$ cat src/rtl/pcm_sample_feeder.sv
// Fixed-rate PCM sample source for the MFCC front end.
// A small FIFO absorbs producer bursts; a period counter paces x_i/write to the consumer.
module pcm_sample_feeder #(
  parameter int SAMPLE_PERIOD = 3125,
  parameter int WRITE_LEN     = 1,
  parameter int FIFO_DEPTH    = 16,
  parameter int ADDR_W        = 4
) (
  input  logic              clk,
  input  logic              reset,
  input  logic [15:0]       in_data,
  input  logic              in_valid,
  output logic              in_ready,
  input  logic              enable,
  output logic [15:0]       x_i,
  output logic              write,
  output logic              underrun,
  output logic [ADDR_W:0]   fifo_level,
  output logic [15:0]       sample_count
);

  localparam int CNT_W = $clog2(SAMPLE_PERIOD);
  localparam logic [CNT_W-1:0] CNT_LAST = CNT_W'(SAMPLE_PERIOD - 1);
  localparam logic [CNT_W-1:0] WR_FIRST = CNT_W'(SAMPLE_PERIOD - WRITE_LEN);

  logic [15:0]      mem [FIFO_DEPTH];
  logic [ADDR_W:0]  wptr;
  logic [ADDR_W:0]  rptr;
  logic [CNT_W-1:0] cnt;
  logic [CNT_W-1:0] cnt_nxt;
  logic             full;
  logic             empty;
  logic             push;
  logic             load;
  logic             pop;

  // Extra pointer MSB distinguishes full from empty when the low bits match.
  assign full       = (wptr[ADDR_W] != rptr[ADDR_W]) &&
                      (wptr[ADDR_W-1:0] == rptr[ADDR_W-1:0]);
  assign empty      = (wptr == rptr);
  assign in_ready   = !full;
  assign push       = in_valid && !full;
  assign load       = enable && (cnt == '0);
  assign pop        = load && !empty;
  assign fifo_level = wptr - rptr;

  always_comb begin
    cnt_nxt = '0;
    if (enable && (cnt != CNT_LAST)) begin
      cnt_nxt = cnt + CNT_W'(1);
    end
  end

  always_ff @(posedge clk) begin
    if (!reset && push) begin
      mem[wptr[ADDR_W-1:0]] <= in_data;
    end
  end

  always_ff @(posedge clk) begin
    if (reset) begin
      wptr         <= '0;
      rptr         <= '0;
      cnt          <= '0;
      x_i          <= '0;
      write        <= 1'b0;
      underrun     <= 1'b0;
      sample_count <= '0;
    end else begin
      if (push) begin
        wptr <= wptr + 1'b1;
      end
      if (pop) begin
        rptr <= rptr + 1'b1;
      end
      cnt      <= cnt_nxt;
      // write is registered from the next count so it lines up with cnt itself.
      write    <= (cnt_nxt >= WR_FIRST);
      underrun <= load && empty;
      if (load) begin
        x_i <= empty ? 16'h0000 : mem[rptr[ADDR_W-1:0]];
      end
      if (cnt_nxt == WR_FIRST) begin
        sample_count <= sample_count + 16'd1;
      end
    end
  end

endmodule

$ cat config.mk
export PLATFORM = sky130hd
export DESIGN_NAME = pcm_sample_feeder
export DESIGN_NICKNAME = d
export VERILOG_FILES = /design/src/rtl/pcm_sample_feeder.sv
export SDC_FILE = /design/constraint.sdc
export NUM_CORES = 1
export LEC_CHECK = 0
export CAP_MARGIN = 20
export CORE_ASPECT_RATIO = 1.75
export CORE_MARGIN = 3
export CORE_UTILIZATION = 60
export CTS_BUF_LIST = sky130_fd_sc_hd__clkbuf_4 sky130_fd_sc_hd__clkbuf_8 sky130_fd_sc_hd__clkbuf_16
export DETAILED_ROUTE_END_ITERATION = 10
export PLACE_DENSITY_LB_ADDON = 0.25
export SETUP_SLACK_MARGIN = 0.3
export SLEW_MARGIN = 20
export SYNTH_ARGS = -nofsm -noshare
export SYNTH_HDL_FRONTEND = slang
export SYNTH_SLANG_ARGS = --single-unit
$ cat constraint.sdc
create_clock -name clk -period 5.8 [get_ports clk]
set_input_delay 1.74 -clock clk [delete_from_list [all_inputs] [get_ports clk]]
set_output_delay 1.74 -clock clk [all_outputs]
set_load 0.05 [all_outputs]
======== Word level (Yosys, flattened, before mapping) ========
Memory sizes are Yosys's and may differ from the RTL's. A register that Yosys moved wholly into a read port is not among the register bits.
Index checks and enable logic that the tools add are counted.
storage, ports and cells
  memory bits (writable) .................. 256
  memories ................................ 1
  register bits ........................... 56
operators by class
  order comparisons ....................... 1
  $add $sub $neg .......................... 5
  eq/ne operators ......................... 5
  muxes and demuxes ....................... 6
  reduce and logical (&&, ||, !) cells .... 11
memories
  name  words  width  rd ports  clocked after memory_dff  wr ports  line  RTL
  mem   16     16     1         1                         1         26    logic [15:0] mem [FIFO_DEPTH];
operators with widths
  cell                                                             number
  16-bit by 1-bit adder with 16-bit output, second input constant  1
  16-bit two-way mux                                               1
  12-bit by 1-bit adder with 12-bit output, second input constant  1
  12-bit equality test, second input constant                      1
  12-bit greater-or-equal comparator, second input constant        1
  12-bit logical NOT                                               1
  12-bit two-way mux                                               1
  12-bit != test, second input constant                            1
  5-bit by 1-bit adder with 5-bit output, second input constant    2
  4-bit two-way mux                                                2
  1-bit logical AND                                                7
  5-bit equality test                                              1
  5-bit subtractor                                                 1
  4-bit equality test                                              1
  1-bit logical NOT                                                3
  1-bit two-way mux                                                2
  1-bit != test                                                    1

======== Logic depth before layout (Yosys ltp) ========
Gate-level depths: netlist of run 1.
  word-level depth ........................ 7
  gate-level depth with buffers ........... 11

======== Least setup slack after synthesis of run 1 ========
Ideal clock, no wire load.
  path type ............................... input -> register
  start point ............................. input port in_valid
  end point ............................... memory mem[3][0], enable pin
  path slack .............................. 1842 ps
  stages on the path ...................... 5
  library setup time ...................... 409 ps
  arrival time ............................ 3549 ps
  data required time ...................... 5391 ps
  path through ............................ and2_1 > clkbuf_1 > nor2b_1 > nand2_1 > nor3_1
between the ends
  word-level cells in the longest chain between the ends .. 4
ends and longest elaborated chain
  item                                     line  RTL
  start, declared                          12    input logic in_valid,
  1-bit logical AND                        42    assign push = in_valid && !full;
  1-bit logical AND                        55    if (!reset && push) begin
  1-bit two-way mux                        55
  1-bit two-way mux (implied by the code)  56    mem[wptr[ADDR_W-1:0]] <= in_data;
  end, declared                            26
No other way between the ends.

======== Worst setup path after layout of run 1 ========
  start point ............................. register wptr[0]
  end point ............................... output port fifo_level[4]
between the ends
  word-level cells in the longest chain between the ends .. 1
ends and longest elaborated chain
  item                    line  RTL
  start, declared         27    logic [ADDR_W:0] wptr;
  start signal, assigned  71    wptr <= wptr + 1'b1;
  5-bit subtractor        45    assign fifo_level = wptr - rptr;
  end, declared           18    output logic [ADDR_W:0] fifo_level,
No other way between the ends.

==> results.tsv, run 1 <==
stage	metric	value	unit
detailed_routing	ant_nets	0	
finish	n_antenna_cell	0	
sta	rsz0062_at_grt	no	
setup_path	slowest_stage	clkdlybuf4s50_1	
cts	cts_tree	yes	
floorplan	core_area	20500	um^2
setup_path	crit_type	flip-flop to primary output	
synthesis	synth.distinct_cells	53	
detailed_routing	route.met2.wl	14600	um
sta	setup_violations	0	
synthesis	seq_area_frac_synth	0.701	
global_routing	overflow	0	
detailed_routing	drc	0	
global_routing	antenna_found_initial	0	
synthesis	ys_async_sr_fraction	0	
synthesis	synth_area_per_cell	16.5	um^2
cts	cts_sinks	316	
floorplan	num_rows	69	
setup_path	critPathMaxFanout	5	
setup_path	cp-start-kind	flip-flop	
synthesis	synth-seq-cells	316	
worst_hold_path	holdPathStages	2	
detailed_routing	top_layer	met4	
placed_design	dp_slack	1.62	ns
sta	final-hold-violation-count	0	
cts	clock_latency	0.54	ns
setup_path	crit_buf_inv	3	
cts	clockBufferDepth	3	
sta	relSlewSlack	0.352	
detailed_routing	firstDrtPassIters	5	
worst_hold_path	hp-class	flip-flop to flip-flop	
setup_path	arrival	2.98	ns
cts	cts_resized	0	
detailed_routing	post_drt_wl_per_cell	24.4	um
global_routing	first_global_vias	7278	
detailed_routing	first_iter_violations	616	
sta	setup_tns	0	ns
outcome	status	complete, no violations	
floorplan	initial_core_util	0.617	
sta	worstMarginPinSlew	0.973	ns
floorplan	io_pins	60	
placed_design	gp_congestion	0.922	
global_routing	gr-usage-all-layers	0.246	
cts	cts_setup_buffers	0	
placed_design	placement.io_buffers	59	
finish	syn_to_final_growth	14.4	%
floorplan	die_area	23000	um^2
setup_path	r2r_end	mem[12][0]	
global_routing	grt_first_pass_wirelength	42300	um
worst_hold_path	hp-start	sample_count[6]	
cts	cts_made_buffers	28	
setup_path	max_stage_delay	0.83	ns
cts	clk_pin_slew_worst_paths	0.07	ns
finish	final_nets	871	
sta	fmax	212	MHz
detailed_routing	via_per_inst	6.44	
setup_path	cp.required	4.06	ns
pwr	ir_drop	0.283	mV
detailed_routing	wl_met1	9850	um
synthesis	synthFlopType	edfxtp_1	
synthesis	synth_nets	802	
setup_path	path_cells	inv_1 -> ha_1 -> fa_1 -> inv_1 -> a21o_1 -> a21oi_1 -> xor2_1 -> clkdlybuf4s50_1	
sta	fin_hold_ws	0.501	ns
synthesis	synth-edff-count	256	
sta	slew_violations	0	
placed_design	dp_hpwl	16000	um
worst_hold_path	holdPathEnd	sample_count[6]	
detailed_routing	vias	7132	
global_routing	grt_max_degree	50	
setup_path	cpMostUsedCell	inv_1	
sta	final.min_clock_period	4.72	ns
floorplan	fp.dieH	198	um
finish	drive_above_1_share	0.176	
setup_path	end_kind	primary output	
detailed_routing	wl	27100	um
setup_path	reg2regPathDepth	8	
sta	post-route-period-util	0.814	
cts	cts.hold.buffers_added	0	
job	maxCapViolations	0	
pwr	power_density	329	nW/um^2
synthesis	yosys_warnings	0	
finish	fillCellCount	1302	
cts	ctsHtreeMaxLevel	1	
pwr	total_leakage_power	4.60	nW
floorplan	die_w	116	um
finish	finish.utilization	0.706	
synthesis	netlist_area	12700	um^2
sta	fin_skew	0.0147	ns
detailed_routing	dr_wl_met3	1720	um
cts	root_buffer	clkbuf_16	
synthesis	syn_inst	769	
setup_path	regToRegStartpoint	wptr[2]	
setup_path	ff2ff_setup_slack	2.58	ns
sta	finalWorstSetupSlack	1.08	ns
setup_path	cp_top_family	buffers and inverters	
-- how the worst max path moves through the flow --
| stage | startpoint | to | slack (ns) | cells after the start |
|---|---|---|---|---|
| floorplan | in_valid | mem[3][0] | 1.84 | 5 |
| global placement | in_valid | mem[12][12] | 1.71 | 6 |
| detailed placement | in_valid | mem[12][0] | 1.62 | 6 |
| CTS | wptr[0] | fifo_level[4] | 1.07 | 8 |
| global route | wptr[0] | fifo_level[4] | 0.97 | 8 |
| finish | wptr[0] | fifo_level[4] | 1.08 | 8 |
-- sequential cells by signal (all words and copies together), names as in the netlist, named ones only --
signal        cells
mem             256
sample_count     16
x_i              16
cnt              12
rptr              5
wptr              5
underrun          1
write             1
-- where the power goes --
| group | internal, mW | switching (mW) |
|---|---|---|
| logic | 0.199 | 0.219 |
| registers | 2.48 | 0.0554 |
| clock network | 1.03 | 0.795 |
-- worst min-delay path, delay by kind of cell (launching register included) --
kind | cells | cell delay [ns]
AO/OA/AOI/OAI | 2 | 0.13
flip-flops | 1 | 0.33
-- cell type report --
type,instances,area (um^2),area share
well taps,248,310,0.0214
clock buffers,36,808,0.0557
inverters,17,63.8,0.00440
flip-flops and latches,316,8890,0.613
clock inverters,16,118,0.00811
repair buffers,81,751,0.0518
multi-input cells,394,3560,0.245
-- layer usage --
metal | track usage | vias up
li1 | - | 3141
met1 | 0.315 | 3630
met2 | 0.434 | 297
met3 | 0.0294 | 64
met4 | 0.0796 | 0
met5 | 0 | -
-- Yosys cell counts (2+ instances only) --
library cell / instances / area [um^2]
or2_2: 3 / 18.8
a22oi_1: 16 / 120
xor2_1: 10 / 87.6
nor2_1: 65 / 244
a311oi_1: 2 / 17.5
a21oi_1: 36 / 180
a21o_1: 3 / 22.5
nand2b_1: 7 / 43.8
nand3_1: 12 / 60.1
a211oi_1: 17 / 128
o211ai_1: 2 / 15.0
nor3_1: 11 / 55.1
inv_1: 17 / 63.8
or3_1: 11 / 68.8
buf_4: 3 / 22.5
nor2b_1: 18 / 113
xnor2_1: 13 / 114
nor4_1: 4 / 25.0
edfxtp_1: 256 / 7690
a31oi_1: 2 / 12.5
clkbuf_1: 23 / 86.3
o21ai_0: 11 / 55.1
a31o_2: 2 / 17.5
dfxtp_1: 60 / 1200
nand4_1: 9 / 56.3
ha_1: 12 / 150
buf_1: 6 / 22.5
and3_1: 4 / 25.0
nand2_1: 22 / 82.6
mux4_2: 64 / 1440
and2_1: 2 / 12.5
mux2i_1: 17 / 170
buf_2: 9 / 45.0
-- logic make-up (layout without fill, tap and decap cells) --
kind of cell    after synthesis  after routing  share of synthesized area
compound gates               98             98                     0.0494
flops                       316            316                      0.701
fa+ha+maj                    13             13                     0.0134
xor+xnor                     23             23                     0.0159
simple gates                178            178                     0.0725
buf+inv                      59            150                     0.0198
mux                          82             82                      0.128
-- stage by stage --
stage | std cells | area [um^2] | power, mW
floorplan | 769 | 12700 | 2.87
global placement | 1056 | 13600 | 2.99
detailed placement | 1056 | 13600 | 3.00
CTS | 1108 | 14500 | 4.82
global route | 1108 | 14500 | 4.93
finish | 1108 | 14500 | 4.78
-- cell usage in the layout (no fill, tap or decap), drive strengths merged, types with 2 or more instances in the layout --
cell and n:
inv 19, a211oi 17, nor3 11, o211ai 2
nand3 12, a31o 2, xor2 10, nand2b 7
nor2b 18, ha 12, a22oi 16, a31oi 2
clkdlybuf4s50 58, clkinvlp 2, buf 23, a311oi 2
edfxtp 256, mux2i 17, nand4 10, a21o 3
nor4 4, nand2 22, o21ai 11, nand3b 2
clkbuf 36, mux4 64, and2 2, and3 4
nor2 65, or2 3, clkinv 11, xnor2 13
or3 12, dfxtp 60, a21oi 36
Power figures use the tool's default switching activity.
==> run 2: changes to the inputs <==
==> constraint.sdc (replaced) <==
create_clock -name clk -period 4.4 [get_ports clk]
set_input_delay 1.32 -clock clk [delete_from_list [all_inputs] [get_ports clk]]
set_output_delay 1.32 -clock clk [all_outputs]
set_load 0.05 [all_outputs]
==> run 2 against run 1 <==
Against the previous run: die area unchanged; via count increased by 1.1%; sequential cell count unchanged; clock power increased by 30%.
==> results.tsv, run 2 (synthesis gave the netlist of run 1 again) <==
stage	metric	value	unit
pwr	ir_drop	0.330	mV
sta	fmax	254	MHz
sta	finalWorstSetupSlack	0.464	ns
detailed_routing	ant_nets	0	
worst_hold_path	hp-class	flip-flop to flip-flop	
finish	largest_reg_flops	256	
sta	final.min_clock_period	3.94	ns
sta	fin_skew	0.0131	ns
placed_design	dp_hpwl	17200	um
cts	clock_latency	0.54	ns
setup_path	end_kind	primary output	
cts	ctsHtreeMaxLevel	1	
detailed_routing	via_per_inst	6.45	
sta	setup_violations	0	
finish	final_common_cell	edfxtp_1	
floorplan	num_rows	69	
finish	n_antenna_cell	0	
sta	post-route-period-util	0.894	
detailed_routing	drc	0	
floorplan	die_w	116	um
cts	cts_sinks	316	
floorplan	fp.dieH	198	um
detailed_routing	vias	7209	
cts	clockBufferDepth	3	
setup_path	cp.required	3.08	ns
setup_path	crit_type	flip-flop to primary output	
floorplan	core_area	20500	um^2
worst_hold_path	holdPathStages	2	
detailed_routing	first_iter_violations	707	
setup_path	path_cells	inv_1 -> ha_1 -> fa_1 -> inv_1 -> clkdlybuf4s50_1	
global_routing	gr-usage-all-layers	0.251	
sta	relSlewSlack	0.304	
floorplan	io_pins	60	
cts	root_buffer	clkbuf_16	
detailed_routing	firstDrtPassIters	7	
setup_path	arrival	2.62	ns
cts	cts.hold.buffers_added	0	
sta	slew_violations	0	
sta	rsz0062_at_grt	no	
finish	drive_above_1_share	0.183	
global_routing	overflow	0	
floorplan	die_area	23000	um^2
global_routing	grt_max_degree	49	
detailed_routing	wl	27700	um
global_routing	first_global_vias	7404	
setup_path	slowest_stage	clkdlybuf4s50_1	
placed_design	gp_congestion	0.876	
placed_design	placement.io_buffers	59	
finish	final_nets	881	
setup_path	cpMostUsedCell	inv_1	
cts	cts_made_buffers	28	
global_routing	grt_first_pass_wirelength	43100	um
finish	fillCellCount	1284	
detailed_routing	post_drt_wl_per_cell	24.8	um
global_routing	antenna_found_initial	0	
job	maxCapViolations	0	
setup_path	critPathMaxFanout	5	
finish	final_cell_mix	edfxtp_1, nor2_1, mux4_2, dfxtp_1, clkdlybuf4s50_1	
cts	cts_tree	yes	
cts	clk_pin_slew_worst_paths	0.07	ns
setup_path	max_stage_delay	0.79	ns
sta	setup_tns	0	ns
setup_path	cp-start-kind	flip-flop	
outcome	status	complete, no violations	
floorplan	initial_core_util	0.617	
placed_design	dp_slack	0.701	ns
sta	final-hold-violation-count	0	
pwr	total_leakage_power	4.68	nW
sta	worstMarginPinSlew	1.04	ns
pwr	power_density	432	nW/um^2
setup_path	reg2regPathDepth	8	
finish	syn_to_final_growth	14.8	%
## run 2: layout make-up
| cell class | count | area [um^2] | share of cell area |
|---|---|---|---|
| Clock buffer | 35 | 771 | 0.0529 |
| Clock inverter | 16 | 135 | 0.00928 |
| Inverter | 17 | 63.8 | 0.00438 |
| Multi-Input combinational cell | 394 | 3560 | 0.245 |
| Sequential cell | 316 | 8890 | 0.611 |
| Tap cell | 248 | 310 | 0.0213 |
| Timing Repair Buffer | 91 | 826 | 0.0567 |
## run 2: final timing paths
kind	from	slack (ns)	to
hold reg to reg	sample_count[15]	0.49	sample_count[15]
hold / removal	sample_count[15]	0.49	sample_count[15]
setup / recovery	wptr[0]	0.46	fifo_level[1]
setup reg to reg	wptr[2]	1.13	mem[3][12]
## run 2: critical path, delay by kind of cell, from the launching register on
family | cells | cell delay [ns]
DFF | 1 | 0.42
adders and majority gates | 2 | 0.70
buffers and inverters | 3 | 0.98
## run 2: report_power, final
group	switching [mW]	internal, mW
registers	0.0645	3.27
clock network	1.03	1.36
logic	0.307	0.263
## run 2: metal layers
metal | up-vias | global-route usage | part of all wire
met5 | - | 0 | 0
met4 | 0 | 0.0865 | 0.034
met3 | 66 | 0.0339 | 0.061
met2 | 303 | 0.439 | 0.54
met1 | 3679 | 0.321 | 0.36
li1 | 3161 | - | -
## run 2: through the flow
stage / util / hold slack, ns / total power, mW / area [um^2] / std cells
finish: 0.709 / 0.491 / 6.28 / 14600 / 1117
detailed placement: 0.665 / 0.479 / 3.97 / 13700 / 1066
global placement: 0.665 / 0.466 / 3.95 / 13700 / 1066
CTS: 0.709 / 0.490 / 6.33 / 14600 / 1117
floorplan: - / 0.470 / 3.78 / 12700 / 769
global route: 0.709 / 0.513 / 6.50 / 14600 / 1117
## run 2: timing repair
| action | CTS | global route |
|---|---|---|
| setup buffers | 0 | 0 |
| pin swaps | 0 | 0 |
| setup endpoints to repair | 1 | 3 |
| resized for setup | 1 | 4 |
==> run 3: changes to the inputs <==
--- a/config.mk
+++ b/config.mk
@@ -11,7 +11,7 @@
 export CORE_UTILIZATION = 60
 export CTS_BUF_LIST = sky130_fd_sc_hd__clkbuf_4 sky130_fd_sc_hd__clkbuf_8 sky130_fd_sc_hd__clkbuf_16
 export DETAILED_ROUTE_END_ITERATION = 10
-export PLACE_DENSITY_LB_ADDON = 0.25
+export PLACE_DENSITY = 0.79
 export SETUP_SLACK_MARGIN = 0.3
 export SLEW_MARGIN = 20
 export SYNTH_ARGS = -nofsm -noshare
==> run 3 against run 2 <==
Against the previous run: clock power increased by 5%; fmax increased by 0.70%; first-iteration DRC count down 19%; clock-buffer cell count increased by 3; total power increased by 1.7%; hold slack improved by 0.0042 ns; largest cell class unchanged; largest power group unchanged.
==> results.tsv, run 3 (synthesis gave the netlist of run 1 again) <==
stage	metric	value	unit
outcome	status	complete, no violations	
floorplan	core_area	20500	um^2
setup_path	ff2ff_setup_slack	1.34	ns
cts	cts_tree	yes	
global_routing	overflow	0	
floorplan	die_w	116	um
finish	final_cell_mix	edfxtp_1, nor2_1, mux4_2, dfxtp_1, clkdlybuf4s50_1	
sta	final-hold-violation-count	0	
cts	cts.hold.buffers_added	0	
setup_path	critPathMaxFanout	5	
sta	final.min_clock_period	3.91	ns
finish	n_antenna_cell	0	
sta	rsz0062_at_grt	no	
global_routing	antenna_found_initial	0	
global_routing	first_global_vias	7537	
sta	setup_violations	0	
setup_path	regToRegStartpoint	cnt[1]	
floorplan	num_rows	69	
worst_hold_path	hp-class	flip-flop to flip-flop	
cts	clock_latency	0.53	ns
finish	fillCellCount	1230	
detailed_routing	via_per_inst	6.46	
global_routing	grt_max_degree	49	
detailed_routing	vias	7215	
floorplan	initial_core_util	0.617	
setup_path	cp.required	3.08	ns
finish	drive_above_1_share	0.190	
floorplan	die_area	23000	um^2
cts	cts_made_buffers	27	
detailed_routing	firstDrtPassIters	5	
placed_design	placement.io_buffers	59	
finish	syn_to_final_growth	15.2	%
worst_hold_path	holdPathStages	2	
placed_design	place_area	13700	um^2
setup_path	r2r_end	sample_count[12]	
sta	fin_skew	0.00839	ns
pwr	ir_drop	0.317	mV
finish	instances_no_fill	1117	
job	maxCapViolations	0	
finish	final_nets	882	
global_routing	gr-usage-all-layers	0.248	
finish	multi_input_area	3560	um^2
setup_path	crit_type	flip-flop to primary output	
pwr	total_leakage_power	4.70	nW
sta	fmax	256	MHz
pwr	p_total	6.39	mW
placed_design	placedCellCount	1068	
finish	finish.utilization	0.711	
floorplan	fp.dieH	198	um
setup_path	endpoint	fifo_level[1]	
cts	clk_pin_slew_worst_paths	0.07	ns
pwr	power_density	437	nW/um^2
cts	clockBufferDepth	3	
cts	ctsHtreeMaxLevel	1	
floorplan	io_pins	60	
finish	final_area	14600	um^2
cts	cts_sinks	316	
setup_path	reg2regPathDepth	8	
detailed_routing	first_iter_violations	573	
detailed_routing	wl	27400	um
placed_design	gp_congestion	0.911	
finish	largest_reg_flops	256	
sta	slew_violations	0	
cts	cts_setup_buffers	0	
setup_path	crit_path_start	wptr[0]	
sta	relSlewSlack	0.364	
sta	post-route-period-util	0.888	
setup_path	end_kind	primary output	
detailed_routing	ant_nets	0	
detailed_routing	post_drt_wl_per_cell	24.6	um
global_routing	grt_first_pass_wirelength	42900	um
detailed_routing	drc	0	
finish	final_common_cell	edfxtp_1	
setup_path	arrival	2.59	ns
placed_design	dp_hpwl	16700	um
finish	regArea	8890	um^2
cts	root_buffer	clkbuf_16	
setup_path	cp-start-kind	flip-flop	
sta	setup_tns	0	ns
sta	worstMarginPinSlew	0.954	ns
-- run 3: changes by cell type in the layout (fill, tap and decap cells not counted) --
cell	change
clkbuf_4	+2
clkbuf_16	-2
clkinv_2	-2
clkinv_4	+1
clkinvlp_2	-1
clkinv_8	-1
bufinv_16	+2
clkbuf_8	+3
clkinv_1	-6
clkinvlp_4	+2
buf_4	+2
-- run 3: routing by layer --
layer | GRT usage | share of wire | vias to the layer above
li1 | - | - | 3157
met4 | 0.110 | 0.044 | 0
met2 | 0.419 | 0.52 | 305
met3 | 0.0407 | 0.061 | 85
met1 | 0.316 | 0.37 | 3668
met5 | 0 | 0 | -
-- run 3: how the worst min path moves through the flow --
stage | end | slack [ns] | startpoint
after floorplan | wptr[4] | 0.47 | wptr[4]
after global placement | sample_count[15] | 0.47 | sample_count[15]
after detailed placement | sample_count[15] | 0.49 | sample_count[15]
after CTS | sample_count[15] | 0.50 | sample_count[15]
after global routing | sample_count[1] | 0.52 | sample_count[1]
final | sample_count[15] | 0.49 | sample_count[15]
-- run 3: report_power, final --
group | internal, mW | leakage (nW) | switching (mW)
clock network | 1.47 | 0.462 | 1.02
registers | 3.26 | 2.79 | 0.0583
logic | 0.263 | 1.45 | 0.313
total | 5.00 | 4.70 | 1.39
-- run 3: critical path, stage by stage (launching register included) --
cell             delay (ns)
dfxtp_1                0.42
inv_1                  0.11
ha_1                   0.24
fa_1                   0.44
inv_1                  0.06
clkdlybuf4s50_1        0.79
-- run 3: repair_timing --
item / in CTS / in global routing
endpoints found under the setup margin: 1 / 3
pin swaps: 0 / 0
gates resized for setup: 1 / 4
-- run 3: final cells by class --
cell class	instances	share of cell area
sequential	316	0.609
multi-input combinational	394	0.244
timing repair buffer	93	0.0575
inverter	17	0.00437
clock buffer	38	0.0532
clock inverter	11	0.0113
tap	248	0.0212
-- run 3: metrics by stage --
step | setup WS (ns) | hold WS, ns
2_1_floorplan | 0.741 | 0.470
3_3_place_gp | 0.773 | 0.466
3_5_place_dp | 0.713 | 0.486
4_1_cts | 0.350 | 0.496
5_1_grt | 0.372 | 0.519
6_report | 0.492 | 0.495
==> variant 1: new RTL, config.mk and constraints of run 3 <==
Remove the register `underrun`: a continuous assignment takes its place, so the output `underrun` follows one clock earlier.
--- a/src/rtl/pcm_sample_feeder.sv
+++ b/src/rtl/pcm_sample_feeder.sv
@@ -64,7 +64,6 @@
       cnt          <= '0;
       x_i          <= '0;
       write        <= 1'b0;
-      underrun     <= 1'b0;
       sample_count <= '0;
     end else begin
       if (push) begin
@@ -76,7 +75,6 @@
       cnt      <= cnt_nxt;
       // write is registered from the next count so it lines up with cnt itself.
       write    <= (cnt_nxt >= WR_FIRST);
-      underrun <= load && empty;
       if (load) begin
         x_i <= empty ? 16'h0000 : mem[rptr[ADDR_W-1:0]];
       end
@@ -86,5 +84,7 @@
     end
   end
 
+  assign underrun = load && empty;
+
 endmodule
 
Check against the original RTL: not equivalent (Yosys sat finds a counterexample within 4 cycles, from zero or initial values and one cycle with reset high).
==> variant 1 against run 3 <==
First-iteration DRC count increased by 0.35%; area after synthesis increased by 0.21%; sequential cell count fell by 1; setup slack lost 0.087 ns; final cell count fell by 1.1%; total power fell by 0.50%; final area is essentially flat; die area increased by 0.20%; routed wire length decreased by 2.6%; highest routed layer unchanged.
==> variant 1: results <==
export IMPL_run_status="finished clean"
export IMPL_cts_hold_fix_buffers=0
export IMPL_avgViaCountPerCell=6.349
export IMPL_final_net_count=869
export IMPL_grt_use_total_pct=23.91
export IMPL_cp_max_fanout=11
export IMPL_mappedNetlistNets=795
export IMPL_worstReg2RegEnd="sample_count[4]$_SDFFE_PP0P_"
export IMPL_regToRegSetupSlack_ns=1.10
export IMPL_synth_sequential_area_ratio_pct=69.79
export IMPL_internal_power_mw=4.950
export IMPL_ctsResizeCount=2
export IMPL_hold_path_depth=2
export IMPL_final_setup_skew_ns=0.02104
export IMPL_clkTransAtPathRegs_ns=0.07
export IMPL_grt_antenna_before_repair=0
export IMPL_first_global_vias=7364
export IMPL_holdPathEnd="x_i[1]$_SDFFE_PP0P_"
export IMPL_largest_register_ff_count=256
export IMPL_hold_slack_ns=0.5458
export IMPL_routabilityCongestion=0.8795
export IMPL_vdd_ir_drop_max_v=0.0003458
export IMPL_path_delay_family="buffers and inverters"
export IMPL_synth_commonest_cells="sky130_fd_sc_hd__edfxtp_1, sky130_fd_sc_hd__nor2_1, sky130_fd_sc_hd__mux4_2"
export IMPL_post_synth_inst_count=762
export IMPL_cp_slowest_stage_delay_ns=0.83
export IMPL_max_slew_headroom_at_the_worst_pin_pct=45.99
export IMPL_wirelength_mm=26.71
export IMPL_preCtsSetupSlack_ns=0.3762
export IMPL_maximum_number_of_pins_on_one_net_before_global_route_repair=38
export IMPL_min_from="x_i[1]$_SDFFE_PP0P_"
export IMPL_fillCellCount=1296
export IMPL_final_core_util_pct=71.11
export IMPL_grt_first_pass_wirelength_mm=41.41
export IMPL_clock_tree_buffer_depth=3
export IMPL_cts_made_buffers=28
export IMPL_critical_path_reg2reg_startpoint="cnt[1]$_SDFF_PP0_"
export IMPL_fin_ws_ns=0.4041
export IMPL_timing_critical_path_arrival_ns=2.68
export IMPL_r2r_worst_path_cells=8
export IMPL_timing_critical_path_to="fifo_level[3]"
export IMPL_post_synth_edffs=256
export IMPL_post_route_cells_drive_above_1_share_pct=18.79
export IMPL_startpoint="wptr[2]$_SDFFE_PP0P_"
export IMPL_post_cts_setup_buffers=0
export IMPL_clkLatencyLatePin_ns=0.54
export IMPL_ys_types=49
export IMPL_dp_hpwl_mm=16.46
export IMPL_routedWlPerCell_um=24.18
export IMPL_drt_iter0_drc=575
export IMPL_post_dp_cell_area_um2=13660
export IMPL_place_inst=1054
export IMPL_p_leak_nw=4.749
export IMPL_leading_cell_types_by_total_area_after_synthesis="sky130_fd_sc_hd__edfxtp_1, sky130_fd_sc_hd__mux4_2, sky130_fd_sc_hd__dfxtp_1"
-- variant 1: changes by cell type after synthesis, sizes merged, moves of 6 or more --
cell	change
a21oi	-7
mux2	+8
nand2	-8
nor2	+6
nor2b	+8
o21ai	-6
or3	-10
-- variant 1: area by class of cell --
| type | count | share of cell area (%) |
|---|---|---|
| Clock inverter | 15 | 1.070 |
| Inverter | 16 | 0.4111 |
| Clock buffer | 36 | 5.327 |
| Sequential cell | 315 | 60.74 |
| Tap cell | 248 | 2.124 |
| Timing Repair Buffer | 89 | 5.626 |
| Multi-Input combinational cell | 386 | 24.70 |
-- variant 1: metal layers --
metal,share of wire [%],track usage (%),vias up
li1,-,-,3115
met1,37,30.16,3551
met2,54,41.90,282
met3,5.5,3.105,68
met4,4.1,9.419,0
met5,0,0,-
-- variant 1: cells by family after synthesis --
kind of cell | Yosys count | share of synthesized area, %
muxes | 90 | 13.48
DFF | 315 | 69.79
buffers and inverters | 61 | 2.127
xor gates and xnor gates | 21 | 1.447
adders and majority gates | 13 | 1.339
AOI/OAI and AO/OA | 84 | 4.382
and+or+nand+nor | 178 | 7.434
-- variant 1: power by group through the flow --
stage	clock (mW)	combinational, mW	sequential, mW
2_1_floorplan	0	0.402	3.38
3_3_place_gp	0	0.562	3.38
3_5_place_dp	0	0.579	3.38
4_1_cts	2.50	0.581	3.32
5_1_grt	2.63	0.617	3.32
6_report	2.46	0.577	3.32
-- variant 1: worst min-delay path, stage by stage, from the launching register on --
cell and delay, ns:
sky130_fd_sc_hd__dfxtp_1 0.35, sky130_fd_sc_hd__a22oi_1 0.09, sky130_fd_sc_hd__nor2_1 0.08
==> variant 2: new RTL, config.mk and constraints of run 3 <==
Without the edit above. `ADDR_W`: 4 -> 3.
--- a/src/rtl/pcm_sample_feeder.sv
+++ b/src/rtl/pcm_sample_feeder.sv
@@ -4,7 +4,7 @@
   parameter int SAMPLE_PERIOD = 3125,
   parameter int WRITE_LEN     = 1,
   parameter int FIFO_DEPTH    = 16,
-  parameter int ADDR_W        = 4
+  parameter int ADDR_W        = 3
 ) (
   input  logic              clk,
   input  logic              reset,
Interface: changed (resized fifo_level); port bits go from 60 to 59. The function was not compared with the original's and may differ.
==> variant 2 against run 3 <==
Setup slack got worse by 0.029 ns; register-to-register slack improved by 0.04 ns; area after synthesis fell by 40%; largest power group unchanged; via count fell by 36%; worst hold slack improved by 0.0023 ns; total power fell by 41%; critical endpoint is now fifo_level[3]; critical path depth did not move; die area fell by 39%; core utilization rose by 1.9 points; critical path type unchanged; routed wire length fell by 43%; final area fell by 39%; sequential cell count fell by 131.
==> variant 2: results <==
export IMPL_avgViaCountPerCell=6.086
export IMPL_grt_first_pass_wirelength_mm=24.96
export IMPL_mappedNetlistNets=551
export IMPL_first_global_vias=4640
export IMPL_post_route_cells_drive_above_1_share_pct=18.00
export IMPL_regToRegSetupSlack_ns=1.38
export IMPL_cp_slowest_stage_delay_ns=0.82
export IMPL_p_leak_nw=2.894
export IMPL_cp_max_fanout=9
export IMPL_routedWlPerCell_um=20.57
export IMPL_routabilityCongestion=0.9048
export IMPL_leading_cell_types_by_total_area_after_synthesis="sky130_fd_sc_hd__edfxtp_1, sky130_fd_sc_hd__dfxtp_1, sky130_fd_sc_hd__mux4_2"
export IMPL_groute_layer_met2_usage_pct=40.51
export IMPL_post_synth_edffs=128
export IMPL_final_net_count=605
export IMPL_grt_use_total_pct=23.46
export IMPL_place_inst=722
export IMPL_timing_critical_path_arrival_ns=2.62
export IMPL_ctsResizeCount=0
export IMPL_min_from="sample_count[6]$_SDFFE_PP0P_"
export IMPL_ys_types=50
export IMPL_synth_commonest_cells="sky130_fd_sc_hd__edfxtp_1, sky130_fd_sc_hd__dfxtp_1, sky130_fd_sc_hd__nor2_1"
export IMPL_run_status="finished clean"
export IMPL_holdPathEnd="sample_count[6]$_SDFFE_PP0P_"
export IMPL_max_slew_headroom_at_the_worst_pin_pct=34.04
export IMPL_largest_register_ff_count=128
export IMPL_vdd_ir_drop_max_v=0.0004316
==> variant 2: worst max path at each step <==
stage / from / end / slack, ns / cells after the start
final: wptr[1]$_SDFFE_PP0P_ / fifo_level[3] / 0.46 / 5
after global routing: wptr[1]$_SDFFE_PP0P_ / fifo_level[3] / 0.32 / 5
after CTS: wptr[0]$_SDFFE_PP0P_ / fifo_level[2] / 0.37 / 5
after detailed placement: wptr[0]$_SDFFE_PP0P_ / fifo_level[2] / 0.85 / 5
after global placement: wptr[0]$_SDFFE_PP0P_ / fifo_level[2] / 0.92 / 5
after floorplan: wptr[0]$_SDFFE_PP0P_ / mem[4][0]$_DFFE_PP_ / 0.66 / 7
==> variant 2: cell families after synthesis <==
group / after synthesis / synth area share (%)
flops: 185 / 65.81
buf+inv: 49 / 2.825
compound gates: 60 / 5.137
fa+ha+maj: 9 / 1.586
xor+xnor: 21 / 2.428
simple gates: 149 / 10.18
mux: 49 / 12.04
==> variant 2: power groups by stage <==
stage / logic [mW] / registers (mW) / clock network, mW
final: 0.332 / 1.94 / 1.49
after global routing: 0.354 / 1.94 / 1.59
after CTS: 0.335 / 1.94 / 1.51
after detailed placement: 0.332 / 1.97 / 0
after global placement: 0.322 / 1.97 / 0
after floorplan: 0.212 / 1.98 / 0
==> variant 2: area by class of cell <==
type | instances | area [µm²]
timing repair buffer | 69 | 660.6
multi-input combinational | 288 | 2407
sequential | 185 | 4990
fill | 828 | 3293
inverter | 15 | 58.81
clock inverter | 15 | 160.2
tap | 165 | 206.4
clock buffer | 17 | 425.4
==> variant 2: worst reg2reg max path: stages (launching register included) <==
cell and delay, ns:
sky130_fd_sc_hd__dfxtp_1 0.54, sky130_fd_sc_hd__ha_1 0.50, sky130_fd_sc_hd__and3_1 0.32, sky130_fd_sc_hd__nand4_1 0.11
sky130_fd_sc_hd__a22oi_1 0.32, sky130_fd_sc_hd__nand4_2 0.48, sky130_fd_sc_hd__or3_1 0.51, sky130_fd_sc_hd__a21oi_1 0.16
==> variant 2: routing by layer <==
| layer | routed length (µm) | up-vias |
|---|---|---|
| met3 | 1042 | 44 |
| met5 | 0 | - |
| met2 | 8355 | 208 |
| met4 | 441 | 0 |
| met1 | 5673 | 2260 |
| li1 | - | 2077 |
==> variant 2: through the flow <==
| step | instance area, µm² | setup WS, ns | hold slack [ns] |
|---|---|---|---|
| 2_1_floorplan | 7575 | 0.6588 | 0.4981 |
| 3_3_place_gp | 8318 | 0.9210 | 0.4769 |
| 3_5_place_dp | 8318 | 0.8453 | 0.4919 |
| 4_1_cts | 8904 | 0.3679 | 0.5012 |
| 5_1_grt | 8909 | 0.3194 | 0.5223 |
| 6_report | 8909 | 0.4630 | 0.4973 |
